--- config.mk ---
export PLATFORM = sky130hd
export DESIGN_NAME = arb_2_1_32
export DESIGN_NICKNAME = d
export VERILOG_FILES = /design/src/rtl/arb_pkg.sv /design/src/rtl/mux_2_1_32.sv /design/src/rtl/arb_2_1_32.sv
export SDC_FILE = /design/constraint.sdc
export NUM_CORES = 1
export LEC_CHECK = 0
export BUFFER_PORTS_ARGS = -buffer_cell sky130_fd_sc_hd__buf_2
export CORE_ASPECT_RATIO = 1.2
export CORE_MARGIN = 5
export CORE_UTILIZATION = 48
export CTS_BUF_LIST = sky130_fd_sc_hd__clkbuf_4 sky130_fd_sc_hd__clkbuf_8
export DETAILED_ROUTE_END_ITERATION = 12
export HOLD_SLACK_MARGIN = 0.08
export PLACE_DENSITY = 0.81
export SLEW_MARGIN = 20
export SYNTH_ARGS = -nofsm -noshare
export SYNTH_HDL_FRONTEND = slang
export SYNTH_HIERARCHICAL = 1
export SYNTH_SLANG_ARGS = --single-unit
--- constraint.sdc ---
create_clock -name clk -period 4.7 [get_ports clk]
set_input_delay 0.705 -clock clk [delete_from_list [all_inputs] [get_ports clk]]
set_output_delay 0.705 -clock clk [all_outputs]
set_load 0.02 [all_outputs]
--- src/rtl/arb_pkg.sv ---
// Shared definitions for the 2:1 valid/ready arbiter: FSM encoding, source IDs
// and the transfer-counter width.
package arb_pkg;

    typedef enum logic {
        EMPTY = 1'b0,
        FULL  = 1'b1
    } state_e;

    localparam logic SRC0  = 1'b0;
    localparam logic SRC1  = 1'b1;
    localparam int   CNT_W = 16;

endpackage

--- src/rtl/mux_2_1_32.sv ---
// Plain 2:1 payload multiplexer; sel_i picks d1_i when it names source 1.
module mux_2_1_32
    import arb_pkg::*;
#(
    parameter int WIDTH = 32
) (
    input  logic             sel_i,
    input  logic [WIDTH-1:0] d0_i,
    input  logic [WIDTH-1:0] d1_i,
    output logic [WIDTH-1:0] y_o
);

    assign y_o = (sel_i == SRC1) ? d1_i : d0_i;

endmodule

--- src/rtl/arb_2_1_32.sv ---
// Two-requester valid/ready arbiter with a single registered output slot.
// Round-robin on contention; define ARB_FIXED_PRIO_EN to make requester 0 always win.
module arb_2_1_32
    import arb_pkg::*;
#(
    parameter int WIDTH = 32
) (
    input  logic             clk,
    input  logic             rst_n,
    input  logic             in0_valid,
    input  logic [WIDTH-1:0] in0_data,
    output logic             in0_ready,
    input  logic             in1_valid,
    input  logic [WIDTH-1:0] in1_data,
    output logic             in1_ready,
    output logic             out_valid,
    output logic [WIDTH-1:0] out_data,
    output logic             out_src,
    input  logic             out_ready,
    output logic [CNT_W-1:0] xfer_cnt
);

    state_e           state_q, state_d;
    logic [WIDTH-1:0] data_q, data_d;
    logic             src_q, src_d;
    logic [CNT_W-1:0] cnt_q, cnt_d;
`ifndef ARB_FIXED_PRIO_EN
    logic             last_q, last_d;
`endif

    logic             grant;
    logic             slot_free;
    logic             accept;
    logic [WIDTH-1:0] mux_y;

    always_comb begin
        // NOTE: every signal assigned in always_comb gets a default first so no latch is inferred.
        grant = SRC0;
        if (in0_valid && in1_valid) begin
`ifdef ARB_FIXED_PRIO_EN
            grant = SRC0;
`else
            grant = (last_q == SRC0) ? SRC1 : SRC0;
`endif
        end else if (in1_valid) begin
            grant = SRC1;
        end
    end

    // A FULL slot frees up in the same cycle the consumer takes it, giving zero-bubble flow.
    assign slot_free = (state_q == EMPTY) || out_ready;
    assign accept    = rst_n && slot_free && (in0_valid || in1_valid);
    assign in0_ready = accept && (grant == SRC0);
    assign in1_ready = accept && (grant == SRC1);

    mux_2_1_32 #(
        .WIDTH (WIDTH)
    ) u_mux (
        .sel_i (grant),
        .d0_i  (in0_data),
        .d1_i  (in1_data),
        .y_o   (mux_y)
    );

    always_comb begin
        state_d = state_q;
        data_d  = data_q;
        src_d   = src_q;
        cnt_d   = cnt_q;
`ifndef ARB_FIXED_PRIO_EN
        last_d  = last_q;
`endif
        if (state_q == FULL && out_ready) begin
            state_d = EMPTY;
            cnt_d   = cnt_q + CNT_W'(1);
        end
        if (accept) begin
            state_d = FULL;
            data_d  = mux_y;
            src_d   = grant;
`ifndef ARB_FIXED_PRIO_EN
            last_d  = grant;
`endif
        end
    end

    always_ff @(posedge clk or negedge rst_n) begin
        if (!rst_n) begin
            state_q <= EMPTY;
            data_q  <= '0;
            src_q   <= SRC0;
            cnt_q   <= '0;
`ifndef ARB_FIXED_PRIO_EN
            last_q  <= SRC1;
`endif
        end else begin
            // NOTE: sequential state uses non-blocking assignments so all registers update together.
            state_q <= state_d;
            data_q  <= data_d;
            src_q   <= src_d;
            cnt_q   <= cnt_d;
`ifndef ARB_FIXED_PRIO_EN
            last_q  <= last_d;
`endif
        end
    end

    assign out_valid = (state_q == FULL);
    assign out_data  = data_q;
    assign out_src   = src_q;
    assign xfer_cnt  = cnt_q;

endmodule
Yosys cells after proc, flatten, opt, wreduce, memory -nomap -nowiden
Index checks and enable logic that the tools add are counted.

Bitwise operators: 2. $add $sub $neg: 1. Reductions and logical operators: 9. Muxes and demuxes: 6.

Operator list (count): 32-bit 2-to-1 mux (1); 16-bit by 1-bit adder with 16-bit output, second input constant (1); 1-bit logical AND (6); 1-bit 2-to-1 mux (5); 1-bit logical OR (2); 1-bit inverter (2); 2-bit nonzero test (1).

Register bits after elaboration: 51. Bits of input ports: 69. Output and inout bits: 52.

Depth between registers and ports, before layout
Word-level depth: 5. Depth in mapped cells: 5. Mapped depth without buffers: 5.

Hierarchy
The synthesis kept the hierarchy.

By module, submodules not included: arb_2_1_32 (sequential area each 1277.5 µm², times used 1, cells an instance 138, area each 2194.6 µm²); mux_2_1_32 (sequential area each 0.0 µm², times used 1, cells an instance 36, area each 544.3 µm²).

Least setup slack after synthesis
No wires, ideal clock.

Path type: input to output. Start point: in out_ready. End point: out in0_ready. Slack: 2.647 ns. Data arrival time: 1.348 ns. Data required time: 3.995 ns. Path buffers: 0. Cell stages on the path: 3. Cells stage by stage: nand2b_4 > or2b_1 > nor2_1.

Word-level cells in the longest chain between the ends: 4.

Ends and longest elaborated chain: start, declared (line arb_2_1_32.sv:19) `input logic out_ready,`; 1-bit logical OR (line arb_2_1_32.sv:51) `assign slot_free = (state_q == EMPTY) || out_ready;`; 1-bit logical AND (2 in a row) (line arb_2_1_32.sv:52) `assign accept = rst_n && slot_free && (in0_valid || in1_valid);`; 1-bit logical AND (line arb_2_1_32.sv:53) `assign in0_ready = accept && (grant == SRC0);`; end, declared (line arb_2_1_32.sv:12) `output logic in0_ready,`.

Every way passes these cells.

Worst setup path after layout
Start point: in in1_valid. End point: out in1_ready.

Word-level cells in the longest chain between the ends: 3. Elaborated cells between the ends (all ways): 6. Those cells by class: mux: 2; reduce/logical: 4.

Ends and longest elaborated chain: start, declared (line arb_2_1_32.sv:13) `input logic in1_valid,`; 1-bit 2-to-1 mux or 1-bit logical AND (tied branches) (line arb_2_1_32.sv:45, arb_2_1_32.sv:39); 1-bit 2-to-1 mux * (line arb_2_1_32.sv:39) `if (in0_valid && in1_valid) begin`; net grant (line arb_2_1_32.sv:31) `logic grant;`; 1-bit logical AND * (line arb_2_1_32.sv:54) `assign in1_ready = accept && (grant == SRC1);`; end, declared (line arb_2_1_32.sv:15) `output logic in1_ready,`.

The timed path passes the listed nets; every way through them passes the cells marked *.

==> reports/metrics.yaml <==
status:
  status: "completed"
yosys:
  synth_cells: 174
  ys_seq_elements: 51
  syn-num-nets: 244
  synth_edf_count: 0
  synth.cell_area_um2: 2740
  async_flop_share_pct: 100
  ys_warn_count: 6
  syn-mean-instance-area_um2: 15.7
  ys.flop_type: "dfrtp_1"
  ys_seq_area_share_pct: 46.6
  netlist-cell-type-count: 24
critical_path:
  regToRegSetupSlack_ps: 2700
  cpMostUsedCell: "buf_2"
  critical_path.max_fanout: 8
  critPathKind: "in2out"
  cp-endpoint: "in1_ready"
  cp_num_cells: 4
  reg2reg_depth: 4
  crit_buf_inv: 2
  cp.arrival_ps: 1610
  worstPathCellList: "buf_2, a21boi_4, and2_2, buf_2"
  path_delay_family: "compound AO/OA/AOI/OAI gates"
  startpoint: "in1_valid"
  cp.required_ps: 3990
  endpoint_kind: "output port"
  cpPeakStageDelay_ps: 370
  startpoint_type: "input pin"
  rr_startpoint: "last_q"
  r2r_end: "out_data[29]"
  crit_slowest_cell: "a21boi_4"
floorplanning:
  boundaryPins: 121
  placementRows: 30
  dieArea_um2: 7320
  fp.dieW_um: 79.0
  coreArea_um2: 5590
  die_h_um: 92.7
  start_util_pct: 49.0
sta:
  tns_ps: 0
  finalHoldViolCount: 0
  fmax_mhz: 432
  slew_headroom_pct: 58.6
  fin_ws_ps: 2380
  fin_skew_ps: 9.60
  tightest_slew_ps: 622
  fin_crit_sh_pct: 49.3
  rsz0062_at_grt: "no"
  maxSlewViolCount: 0
  setup_viol: 0
  min_period_ps: 2320
  holdWs_ps: 481
power_and_ir_drop:
  power.density_nw_per_um2: 401
  p_leak_uw: 0.00186
  vdd_drop_max_uv: 193
global_routing:
  antenna_found_initial: 0
  grt_max_degree: 52
  grt_pass1_vias: 2023
  grt_pass1_wl_um: 8980
  grt_usage_pct: 15.5
  grt_overflow: 0
detailed_routing:
  num_vias: 1797
  drc: 0
  routed_wl_um: 5430
  first_pass_iters: 4
  viasPerCell: 4.98
  ant_nets: 0
  drt_iter0_drc: 66
  wl_per_cell_um: 15.0
clocking:
  cts.sinks: 51
  cts_setup_buffers: 0
  htree_levels: 2
  cts_resized: 0
  root_buffer: "clkbuf_8"
  clock_latency_ps: 310
  clk_pin_slew_ps: 100
  cts.path.max_buffers: 2
  cts_tree: "done"
  cts_buffers: 5
  cts_hold_buf: 0
placed_design:
  gp_congestion: 0.758
  portBuffers: 120
  dpl.hpwl_um: 4170
  dp_slack_ps: 2190
hold_path:
  min_path_type: "reg2reg"
  hold_path_depth: 1
final_layout:
  area.growth.synth_to_final_pct: 25.0
  drive_above_1_share_pct: 68.7
  layout_commonest_cell: "buf_2"
  layout_common_cells: "buf_2, mux2_4, dfrtp_1, nand3_1, xnor2_1"
  n_antenna_cell: 0
  finalNetCount: 366
run:
  max-cap-violations: 0
-- kinds of logic (layout without fill, tap and decap cells) --
logic type                 Yosys count  after routing  synth area share (%)
AOI/OAI and AO/OA                    4              4                  1.42
xor gates and xnor gates            15             15                  4.80
adders and majority gates            1              1                 0.457
buffers and inverters                9            132                  5.34
DFF                                 51             51                  46.6
muxes                               65             65                  34.9
and+or+nand+nor                     29             29                  6.40
-- metrics by stage --
step	total power [uW]	utilization, %	instances	cell area [um2]
global route	1450	61.2	361	3420
global placement	1070	59.2	353	3310
finish	1370	61.2	361	3420
floorplan	931	-	174	2740
CTS	1390	61.2	361	3420
detailed placement	1080	59.2	353	3310
-- routing by layer --
layer  share of wire, %  vias up  global-route usage, %
li1                   -      847                      -
met3                8.0        6                   4.57
met4                1.3        0                   5.01
met1                 38      870                   16.5
met2                 53       74                   28.8
met5                  0        -                      0
-- flip-flops by register name (all words and copies together) (netlist names) --
signal / count
last_q: 1
xfer_cnt: 16
out_src: 1
out_data: 32
out_valid: 1
-- area by class of cell --
class	count	area, um2
clock buffer	5	68.8
clock inverter	3	43.8
fill	452	2170
inverter	1	3.75
multi-input combinational	114	1330
sequential	51	1280
tap	64	80.1
timing repair buffer	123	623
-- power breakdown --
group	internal [uW]	switching [uW]
Combinational	236	234
Clock	159	148
Sequential	528	64.9
-- worst min path at each step --
stage / from / end / slack [ps]
after floorplan: rst_n / out_data[0] / 410
after global placement: out_src / out_src / 460
after detailed placement: xfer_cnt[15] / xfer_cnt[15] / 480
after CTS: xfer_cnt[14] / xfer_cnt[14] / 490
after global routing: xfer_cnt[15] / xfer_cnt[15] / 500
final: xfer_cnt[15] / xfer_cnt[15] / 480
-- cell usage after synthesis (2+ instances only) --
cell	instances	area, um2
nor2_1	5	18.8
mux2_4	60	901
buf_12	6	120
nand3_1	9	45.0
mux2_2	5	56.3
dfrtp_1	50	1250
xor2_1	6	52.6
nand2_1	4	15.0
buf_6	2	22.5
xnor2_1	9	78.8
and3_1	2	12.5
nand4_1	2	12.5
a21o_1	2	15.0
nor3_2	2	20.0
Note: power is estimated with default switching activity, not from simulation.
